$ cat config.mk
export PLATFORM = sky130hd
export DESIGN_NAME = rsa_modexp_serial_flat
export DESIGN_NICKNAME = d
export VERILOG_FILES = /design/src/rtl/rsa_pkg.sv /design/src/rtl/rsa_modexp_serial_if.sv /design/src/rtl/rsa_modmul_serial.sv /design/src/rtl/rsa_modexp_serial.sv /design/src/flat_wrapper.sv
export SDC_FILE = /design/constraint.sdc
export NUM_CORES = 1
export LEC_CHECK = 0
export BUFFER_PORTS_ARGS = -buffer_cell sky130_fd_sc_hd__buf_4
export CAP_MARGIN = 25
export CORE_MARGIN = 2
export CORE_UTILIZATION = 60
export DETAILED_ROUTE_END_ITERATION = 7
export PLACE_DENSITY = 0.82
export SLEW_MARGIN = 5
export SYNTH_ARGS = -nofsm -noshare
export SYNTH_HDL_FRONTEND = slang
export SYNTH_HIERARCHICAL = 1
export SYNTH_SLANG_ARGS = --single-unit
$ cat constraint.sdc
create_clock -name clk -period 6.5 [get_ports clk]
set_clock_uncertainty 0.05 [all_clocks]
set_input_delay 0.975 -clock clk [delete_from_list [all_inputs] [get_ports clk]]
set_output_delay 0.975 -clock clk [all_outputs]
set_load 0.01 [all_outputs]
$ cat src/rtl/rsa_pkg.sv
// Shared types and helpers for the serial modular exponentiation engine.
package rsa_pkg;

  // The one-cycle completion slot is held by a separate flag, so the 8 states fit in 3 bits.
  typedef enum logic [2:0] {
    S_IDLE,
    S_CHECK,
    S_ERR,
    S_SQ,
    S_SQ_W,
    S_MUL,
    S_MUL_W,
    S_NEXT
  } state_t;

  function automatic int popcount(input logic [63:0] v);
    int n;
    n = 0;
    for (int i = 0; i < 64; i++) n += int'(v[i]);
    return n;
  endfunction

endpackage

$ cat src/rtl/rsa_modexp_serial_if.sv
// Start/done request bus between the RSA controller and the exponentiation engine.
interface rsa_modexp_serial_if #(
  parameter int K   = 12,
  parameter int E_W = 12
);
  logic           start;
  logic [K-1:0]   base;
  logic [E_W-1:0] exp;
  logic [K-1:0]   modulus;
  logic           busy;
  logic           done;
  logic [K-1:0]   result;
  logic           err;

  modport master (output start, base, exp, modulus, input busy, done, result, err);
  modport slave  (input start, base, exp, modulus, output busy, done, result, err);
endinterface

$ cat src/rtl/rsa_modmul_serial.sv
// Bit-serial interleaved modular multiplier: p = a*b mod m, one bit of b per cycle, MSB first.
module rsa_modmul_serial #(
  parameter int K = 12
) (
  input  logic         clk,
  input  logic         rst,
  input  logic         mm_start,
  input  logic [K-1:0] a,
  input  logic [K-1:0] b,
  input  logic [K-1:0] m,
  output logic         mm_done,
  output logic [K-1:0] p
);

  localparam int IW = (K > 1) ? $clog2(K) : 1;

  logic          running;
  logic [IW-1:0] idx;
  logic [K-1:0]  a_r, b_r, m_r, c;
  logic [K-1:0]  b_sh, dbl, sum, c_next;

  // Inputs are below the modulus, so a single conditional subtract fully reduces.
  function automatic logic [K-1:0] reduce(input logic [K:0] x, input logic [K-1:0] mod);
    return K'((x >= {1'b0, mod}) ? x - {1'b0, mod} : x);
  endfunction

  always_comb begin
    b_sh   = b_r >> idx;
    dbl    = reduce({c, 1'b0}, m_r);
    sum    = reduce({1'b0, dbl} + {1'b0, a_r}, m_r);
    c_next = b_sh[0] ? sum : dbl;
  end

  always_ff @(posedge clk or posedge rst) begin
    if (rst) begin
      running <= 1'b0;
      mm_done <= 1'b0;
      idx     <= '0;
    end else begin
      mm_done <= 1'b0;
      if (mm_start) begin
        running <= 1'b1;
        idx     <= IW'(K - 1);
      end else if (running) begin
        if (idx == '0) begin
          running <= 1'b0;
          mm_done <= 1'b1;
        end else begin
          idx <= idx - 1'b1;
        end
      end
    end
  end

  always_ff @(posedge clk) begin
    if (mm_start) begin
      a_r <= a;
      b_r <= b;
      m_r <= m;
      c   <= '0;
    end else if (running) begin
      c <= c_next;
    end
  end

  assign p = c;

endmodule

$ cat src/rtl/rsa_modexp_serial.sv
// Left-to-right square-and-multiply modular exponentiation over a serial modular multiplier.
module rsa_modexp_serial
  import rsa_pkg::*;
#(
  parameter int K          = 12,
  parameter int E_W        = 12,
  parameter int CONST_TIME = 0
) (
  input  logic               clk,
  input  logic               rst,
  rsa_modexp_serial_if.slave bus
);

  localparam int CW = $clog2(E_W + 1);

  state_t         state;
  logic [K-1:0]   base_r, mod_r, acc;
  logic [E_W-1:0] exp_r, exp_sh;
  logic [CW-1:0]  cnt;
  logic           fin, err_p, accept, cur_bit;
  logic           mm_start, mm_done;
  logic [K-1:0]   mm_b, mm_p;
  logic [31:0]    lat_cnt, exp_lat;

  // fin marks the completion cycle; start is ignored there and in the following done cycle.
  assign accept   = (state == S_IDLE) && bus.start && !fin && !bus.done;
  assign exp_sh   = exp_r >> cnt;
  assign cur_bit  = exp_sh[0];
  assign mm_start = (state == S_SQ) || (state == S_MUL);
  assign mm_b     = (state == S_MUL) ? base_r : acc;

  rsa_modmul_serial #(.K(K)) u_mm (
    .clk      (clk),
    .rst      (rst),
    .mm_start (mm_start),
    .a        (acc),
    .b        (mm_b),
    .m        (mod_r),
    .mm_done  (mm_done),
    .p        (mm_p)
  );

  always_ff @(posedge clk or posedge rst) begin
    if (rst) begin
      state      <= S_IDLE;
      cnt        <= '0;
      fin        <= 1'b0;
      err_p      <= 1'b0;
      bus.busy   <= 1'b0;
      bus.done   <= 1'b0;
      bus.result <= '0;
      bus.err    <= 1'b0;
    end else begin
      bus.done <= 1'b0;
      fin      <= 1'b0;
      if (fin) begin
        bus.done   <= 1'b1;
        bus.busy   <= 1'b0;
        bus.result <= err_p ? '0 : acc;
        bus.err    <= err_p;
      end
      case (state)
        S_IDLE: if (accept) begin
          state    <= S_CHECK;
          bus.busy <= 1'b1;
        end
        S_CHECK: if ((mod_r < K'(2)) || (base_r >= mod_r)) begin
          err_p <= 1'b1;
          state <= S_ERR;
        end else begin
          err_p <= 1'b0;
          cnt   <= CW'(E_W);
          state <= S_NEXT;
        end
        S_ERR: begin
          fin   <= 1'b1;
          state <= S_IDLE;
        end
        // NEXT selects the following exponent bit; it runs once more than there are bits.
        S_NEXT: if (cnt == '0) begin
          fin   <= 1'b1;
          state <= S_IDLE;
        end else begin
          cnt   <= cnt - 1'b1;
          state <= S_SQ;
        end
        S_SQ:    state <= S_SQ_W;
        S_SQ_W:  if (mm_done) state <= (cur_bit || (CONST_TIME != 0)) ? S_MUL : S_NEXT;
        S_MUL:   state <= S_MUL_W;
        S_MUL_W: if (mm_done) state <= S_NEXT;
        default: state <= S_IDLE;
      endcase
    end
  end

  always_ff @(posedge clk) begin
    if (accept) begin
      base_r <= bus.base;
      exp_r  <= bus.exp;
      mod_r  <= bus.modulus;
    end
    if (state == S_CHECK) acc <= K'(1);
    // A dummy multiply (exponent bit 0) computes but never commits its product.
    if (mm_done && ((state == S_SQ_W) || ((state == S_MUL_W) && cur_bit))) acc <= mm_p;
  end

  assign exp_lat = err_p ? 32'd3 :
    32'(3 + E_W * (K + 3) + ((CONST_TIME != 0) ? E_W : popcount(64'(exp_r))) * (K + 2));

  always_ff @(posedge clk or posedge rst) begin
    if (rst) lat_cnt <= '0;
    else if (accept) lat_cnt <= '0;
    else lat_cnt <= lat_cnt + 32'd1;
  end

  always_ff @(posedge clk) begin
    if (!rst && fin) assert (lat_cnt + 32'd1 == exp_lat);
  end

endmodule
$ cat src/flat_wrapper.sv
// flat-port wrapper written by rule: the top's interface ports become plain ports
module rsa_modexp_serial_flat import rsa_pkg::*;
#(
  parameter int K          = 12,
  parameter int E_W        = 12,
  parameter int CONST_TIME = 0
)
  (clk, rst, bus_start, bus_base, bus_exp, bus_modulus, bus_busy, bus_done, bus_result, bus_err);
  rsa_modexp_serial_if #(.K(K), .E_W(E_W)) bus_i ();
  input  logic clk;
  input  logic rst;
  input wire logic [$bits(bus_i.start)-1:0] bus_start;
  input wire logic [$bits(bus_i.base)-1:0] bus_base;
  input wire logic [$bits(bus_i.exp)-1:0] bus_exp;
  input wire logic [$bits(bus_i.modulus)-1:0] bus_modulus;
  output wire logic [$bits(bus_i.busy)-1:0] bus_busy;
  output wire logic [$bits(bus_i.done)-1:0] bus_done;
  output wire logic [$bits(bus_i.result)-1:0] bus_result;
  output wire logic [$bits(bus_i.err)-1:0] bus_err;
  assign bus_i.start = bus_start;
  assign bus_i.base = bus_base;
  assign bus_i.exp = bus_exp;
  assign bus_i.modulus = bus_modulus;
  assign bus_busy = bus_i.busy;
  assign bus_done = bus_i.done;
  assign bus_result = bus_i.result;
  assign bus_err = bus_i.err;
  rsa_modexp_serial #(.K(K), .E_W(E_W), .CONST_TIME(CONST_TIME)) u_core (.clk(clk), .rst(rst), .bus(bus_i));
endmodule
==> results by stage, run 1 <==
Synthesis:
- The count of state elements after synthesis is 126.
- Ranked by instance count, the synthesized netlist is headed by 84 x edfxtp_1, 66 x inv_1, 51 x ha_1.
- The number of flops mapped to enable cells by yosys is 84.
- In the synthesized netlist the dominant register cell turns out to be edfxtp_1.
- Counting distinct cell types in the post-synthesis netlist gives 82.
- The top cell type by area accounts for 34.8% of the synthesized area.
- The synthesized netlist net count is 746.
- The largest total area in the synthesized netlist belongs to edfxtp_1.
- The synthesized instance count is 653.
- The synthesized netlist occupies a cell area of 7240 µm².
- The synthesized area divided by synthesized cell count is 11.1 µm².
- The share of async-settable or async-resettable flops after synthesis is 23.8%.
- In the post-synthesis netlist, the biggest area contributors are edfxtp_1 35%, dfrtp_1 10%, ha_1 8.8%.
- Sequential cells were found to cover 48.5% of the synthesized design area.
- The most common cell in the synthesized netlist is edfxtp_1.
- For this run, the number of Yosys warnings is 6.

Floorplanning:
- The starting utilization of the core area is 60.8%.
- The width of the chip is 114 µm.
- The number of placement rows is 40.
- The area of the placeable core is 11900 µm².
- The vertical die dimension is 114 µm.
- The floorplan step defined a die boundary enclosing 13000 µm².
- The number of top-level design ports is 54.

Detailed routing:
- The pre-antenna-repair detailed-routing pass consisted of 5 iterations.
- After detailed routing, the average wire length per cell comes to 19.7 µm.
- The average via count per standard cell is 6.25.
- The number of nets with antenna violations after routing is 0.
- The sum of routed wire length over all layers is 17.2 mm.
- For this block, the initial DRC count from the detailed router was 542.
- For this run, design rule violations remaining after detail routing come to 0.
- The total vias in the final route is 5440.

Worst hold path:
- The class of the most critical hold timing path is flip-flop to flip-flop.

Worst setup path:
- STA puts the critical path data required time at 6.74 ns.
- The worst setup path is captured at a flip-flop.
- The kind of critical path is flip-flop to flip-flop.
- The worst setup path is launched from a flip-flop.
- In this run the worst path has a maximum fanout of 10.
- The signal arrival time at the worst endpoint is 6.35 ns.

STA:
- Based on the critical path, the design can be clocked at up to 164 MHz.
- The count of final max-slew check failures is 0.
- The final hold violation count is 0.
- After layout, the worst path uses 94.0% of the clock period.
- The shortest clock period the worst path allows after layout is 6.11 ns.
- The tightest slew margin relative to the limit is 40.7%.
- The setup violation total in the final timing report is 0.
- The actual slew at the worst max-slew pin is 0.888 ns.
- Adding up every negative setup slack in the final design gives 0 ns.
- Once routing completed, OpenROAD measured the worst setup slack at 0.389 ns.
- Setup repair after global routing left no endpoint under its margin.

Global route:
- Global routing finished with a remaining overflow of 0.
- The initial antenna violation count is 0.
- For this run, global-route usage on met3 was measured as 5.84%.
- The first-pass GRT wire length is 27.9 mm.
- The met2 layer usage reported by global route is 47.3%.
- The total routing usage reported by global routing is 28.3%.
- In the global route stage, met1 resource usage came out at 36.1%.
- In this run the most used layer during global routing was met2.
- The via count of the first global-routing pass is 5516.
- The pin count of the biggest net entering global routing is 47.

Place:
- The number of port buffers is 53.
- Routability-driven placement finished with a final weighted congestion of 1.05.
- Summed over all nets, the half-perimeter wirelength after detailed placement is 12.5 mm.
- The post-placement cell area is 7740 µm².
- The minimum setup slack after placement is 0.660 ns.

Cells and area:
- The fraction of final layout cells with drive strength greater than 1 is 17.4%.
- The repair_antennas step left the layout with diodes totalling 0.
- The area growth from synthesis to layout is 14.5%.
- The net count of the finished layout is 804.
- Counting the fill cells in the layout gives 840.
- The cell area after layout is 8290 µm².

Clock tree:
- The total of cells resized after clock tree synthesis is 0.
- The number of buffers inserted to repair setup after CTS is 0.
- The clock-pin slew on the worst setup and hold paths is 0.06 ns.
- The maximum buffer depth of the clock tree is 2.
- Buffers inserted to repair hold after CTS numbered 0.
- The clock root buffer master is clkbuf_16.
- The number of CTS-inserted buffers is 17.
- CTS built an H-tree with a depth of 4.
- The later pin in the worst-skew pair is clocked with a latency of 0.42 ns.
- The clock tree from TritonCTS is done.
- CTS saw 126 sinks.

Status:
- The run finished with clean final reports.

Flow run:
- Max-cap violations in this run came to 0.
-- flip-flops by register name, summed over array words and instances, names as in the netlist --
register,cells
u_core/bus.err,1
u_core/u_mm/mm_done,1
u_core/bus.result,12
u_core/fin,1
u_core/u_mm/idx,4
u_core/state,3
u_core/mod_r,12
u_core/base_r,12
u_core/bus.busy,1
u_core/cnt,4
u_core/u_mm/b_r,12
u_core/exp_r,12
u_core/err_p,1
u_core/u_mm/m_r,12
u_core/u_mm/p,12
u_core/bus.done,1
u_core/u_mm/a_r,12
u_core/u_mm/running,1
u_core/acc,12
-- cells by family after synthesis --
family | after synthesis | share of synthesized area, %
compound gates | 155 | 15.6
flops | 126 | 48.5
mux | 32 | 5.36
buf+inv | 83 | 4.82
xor+xnor | 31 | 3.75
simple gates | 172 | 12.3
fa+ha+maj | 54 | 9.64
-- critical path, cell delays in order, from the launching register on --
cell and delay (ns):
edfxtp_1 0.37, inv_1 0.17, ha_1 0.29, ha_1 0.22, a211o_1 0.27, o211ai_1 0.21
nand3_1 0.32, and3_1 0.30, or2_2 0.31, inv_1 0.08, fa_1 0.20, nor2b_1 0.07
o2111ai_1 0.34, a31oi_4 0.19, or4_1 0.44, nand4_1 0.13, ha_1 0.31, a21oi_2 0.26
o41ai_2 0.11, a221o_2 0.42, a31o_4 0.27, o21ai_1 0.18, o311ai_1 0.12, a221oi_1 0.34
-- cell usage in the layout (no fill, tap or decap), drive strengths merged, types with 12 or more instances in the layout --
| master | instances |
|---|---|
| inv | 66 |
| mux2i | 14 |
| nor2 | 23 |
| edfxtp | 84 |
| ha | 51 |
| mux2 | 14 |
| o21ai | 32 |
| nand3 | 22 |
| xor2 | 16 |
| nor3 | 12 |
| dfrtp | 30 |
| nand2 | 49 |
| buf | 55 |
| dfxtp | 12 |
| a21oi | 37 |
| xnor2 | 15 |
| clkbuf | 25 |
| and2 | 15 |
-- final timing paths --
check	startpoint	end	slack, ns	depth (start not counted)
worst max-delay path	u_core/u_mm/m_r[1]	u_core/u_mm/p[0]	0.39	23
worst min-delay path	u_core/mod_r[0]	u_core/u_mm/m_r[0]	0.42	0
worst max register to register	u_core/u_mm/m_r[1]	u_core/u_mm/p[0]	0.39	23
worst min register to register	u_core/mod_r[0]	u_core/u_mm/m_r[0]	0.42	0
max in group asynchronous	rst	u_core/bus.result[10]	5.12	2
min in group asynchronous	rst	u_core/u_mm/mm_done	0.46	2
-- metrics by stage --
step | utilization (%) | std cells | hold WS, ns
after global routing | 69.6 | 871 | 0.445
after floorplan | - | 653 | 0.381
final | 69.6 | 871 | 0.421
after detailed placement | 65.0 | 839 | 0.406
after global placement | 65.0 | 839 | 0.412
after CTS | 69.6 | 871 | 0.422
-- final cells by class --
type                    count  area, µm²  area share (%)
clock inverters             7       61.3           0.739
well taps                 147        184            2.22
inverters                  67        251            3.03
multi-input cells         444       3380            40.8
flip-flops and latches    126       3510            42.4
clock buffers              25        487            5.87
repair buffers             55        413            4.98
-- layer usage --
metal / part of all wire (%) / vias to the layer above
met2: 50 / 244
met1: 39 / 2635
met5: 0 / -
met3: 7.8 / 36
met4: 3.0 / 0
li1: - / 2525
Power of run 1 is left out: the tool's default activity adds up to more than one toggle a clock period on the data nets, which glitch-free logic cannot reach.
==> inputs of run 2 (changes only) <==
==> constraint.sdc (replaced) <==
create_clock -name clk -period 6.5 [get_ports clk]
set_clock_uncertainty 0.05 [all_clocks]
set_input_delay 0 -clock clk [delete_from_list [all_inputs] [get_ports clk]]
set_output_delay 0 -clock clk [all_outputs]
set_load 0.005 [all_outputs]
==> run 2 against run 1 <==
Count of clock-buffer cells in the layout did not move. Cell count grew 4.4%. Die area unchanged. Sequential cell count stayed put. Sequential share of layout area decreased by 1.9 points. Largest cell class unchanged. Highest routed layer unchanged.
==> results by stage, run 2 (synthesized netlist as in run 1, its figures left out) <==
Status:
- The run finished with clean final reports.

STA:
- The summed negative setup slack over all endpoints is 0 ns (unchanged).
- The tightest slew margin relative to the limit is 41.4% (+0.65 points).
- The count of final max-slew check failures came to 0 (unchanged).
- Setup repair after global routing left no endpoint under its margin.
- The maximum clock frequency is 165 MHz (+0.54%).
- The shortest clock period the worst path allows after layout was 6.08 ns (-0.0330 ns).
- The setup violation total in the final timing report is 0 (unchanged).
- The fraction of the cycle the final worst path needs is 93.5% (-0.51 points).
- The final hold violation count came to 0 (unchanged).
- The actual slew at the worst max-slew pin is 0.878 ns (-0.0103 ns).

Worst setup path:
- The signal arrival time at the worst endpoint is 6.33 ns (-0.02 ns).
- The kind of launch point of the worst setup path is a flip-flop.
- The data required time of the worst path is 6.75 ns (about the same).
- The kind of critical path is flip-flop to flip-flop.
- The highest net fanout along the worst path is 10 (unchanged).
- The setup slack of the most critical reg-to-reg path is 0.42 ns (+0.03 ns).
- The kind of end point of the critical path is a flip-flop.

Floorplanning:
- The area of the placeable core is 11900 µm² (unchanged).
- The vertical die dimension came to 114 µm (unchanged).
- The number of placement rows came to 40 (unchanged).
- The starting utilization of the core area is 60.8% (unchanged).
- The number of top-level design ports is 54 (unchanged).
- The die area is 13000 µm² (unchanged).
- The width of the chip is 114 µm (unchanged).

Detailed routing:
- The total vias in the final route is 5733 (+5.4%).
- The first-iteration detailed-routing DRC count was 633 (+17%).
- The average via count per standard cell is 6.31 (+0.98%).
- The average wire length per cell after detail routing is 21.7 µm (+9.8%).
- The number of nets with antenna violations after routing came to 0 (unchanged).
- The DRC violation count after routing is 0 (unchanged).
- The iteration count of the initial detailed-routing pass is 5 (unchanged).
- The sum of routed wire length over all layers is 19.7 mm (+15%).

Flow run:
- The max-capacitance violation count is 0 (unchanged).

Cells and area:
- The final layout net count is 842 (+4.7%).
- The multi-input combinational cell area is 3380 µm² (unchanged).
- The antenna diode count is 0 (unchanged).
- The number of filler instances in the final layout was 729 (-13%).
- The sequential cell area in the final layout is 3510 µm² (unchanged).
- Relative to the synthesized area, the layout overhead comes to 19.8%.
- The fraction of final layout cells with drive strength greater than 1 was 16.7% (-0.74 points).
- Leaving out fill and tap cells, the most frequent cells in the layout are 84 x edfxtp_1, 66 x inv_1, 55 x buf_4.
- The most common cell after layout, fill and taps aside is edfxtp_1.

Clock tree:
- The number of CTS-inserted buffers came to 17 (unchanged).
- The number of buffers inserted to repair setup after CTS is 0 (unchanged).
- The maximum buffer depth of the clock tree is 2 (unchanged).
- The clock latency reported for the late side of the worst-skew pair is 0.42 ns (about the same).
- Clock tree synthesis selected as its root buffer the cell clkbuf_16.
- The clock-pin slew on the worst setup and hold paths is 0.06 ns (about the same).
- TritonCTS built the clock tree.
- The total of cells resized after clock tree synthesis was 0 (unchanged).
- The total clock sinks is 126 (unchanged).
- The number of H-tree levels is 4 (unchanged).

Place:
- The HPWL after detailed placement is 12.5 mm (unchanged).
- The number of port buffers is 53 (unchanged).
- The global placer's final weighted congestion is 1.05 (unchanged).

Global route:
- The first-pass GRT wire length is 31.3 mm (+12%).
- The pin count of the biggest net entering global routing is 47 (unchanged).
- The via count of the first global-routing pass is 5944 (+7.8%).
- The total routing usage reported by global routing is 31.9% (+3.6 points).
- The residual overflow from global routing is 0 (unchanged).
- The initial antenna violation count came to 2 (+2).

Worst hold path:
- In this run the worst hold path is classified as primary input to asynchronous set/reset pin.
## run 2: routing by layer
metal / vias to the layer above / routed length (µm) / track usage [%]
met5: - / 0 / 0
met4: 0 / 756 / 14.0
met3: 54 / 1730 / 7.55
met2: 329 / 9720 / 53.9
met1: 2749 / 7500 / 39.3
li1: 2601 / - / -
## run 2: path summary, 6_finish.rpt
| path | start | to | depth (start not counted) |
|---|---|---|---|
| max in group asynchronous | rst | u_core/state[1] | 4 |
| setup / recovery | u_core/u_mm/m_r[1] | u_core/u_mm/p[0] | 23 |
| min in group clk | bus_start | u_core/bus.busy | 4 |
| hold reg to reg | u_core/mod_r[0] | u_core/u_mm/m_r[0] | 0 |
| hold / removal | rst | u_core/u_mm/mm_done | 3 |
| setup reg to reg | u_core/u_mm/m_r[1] | u_core/u_mm/p[0] | 23 |
## run 2: cell type report
type | count | share of cell area [%]
Clock buffer | 25 | 5.61
Clock inverter | 7 | 0.707
Inverter | 67 | 2.90
Multi-Input combinational cell | 444 | 39.0
Sequential cell | 126 | 40.5
Tap cell | 147 | 2.12
Timing Repair Buffer | 93 | 9.20
## run 2: timing repair
action	CTS	global route
hold endpoints to repair	66	0
hold buffers	37	0
endpoints found under the setup margin	0	0
## run 2: critical path: stages, from the launching register on
cell       delay [ns]
edfxtp_1         0.36
inv_1            0.17
ha_1             0.29
ha_1             0.22
a211o_1          0.27
o211ai_1         0.21
nand3_1          0.32
and3_1           0.30
or2_2            0.31
inv_1            0.08
fa_1             0.20
nor2b_1          0.07
o2111ai_1        0.34
a31oi_4          0.20
or4_1            0.44
nand4_1          0.13
ha_1             0.31
a21oi_2          0.26
o41ai_2          0.11
a221o_2          0.42
a31o_4           0.27
o21ai_1          0.17
o311ai_1         0.12
a221oi_1         0.32
## run 2: through the flow
stage,cells,instance area (µm²),utilization [%],setup WS (ns),hold slack [ns]
floorplan,653,7240,-,1.23,-0.259
global placement,839,7740,65.0,0.824,-0.101
detailed placement,839,7740,65.0,0.660,-0.0946
CTS,908,8660,72.7,0.548,0.0330
global route,909,8680,72.8,0.0770,0.0568
finish,909,8680,72.8,0.422,0.0385
Power of run 2 is left out for the same reason.
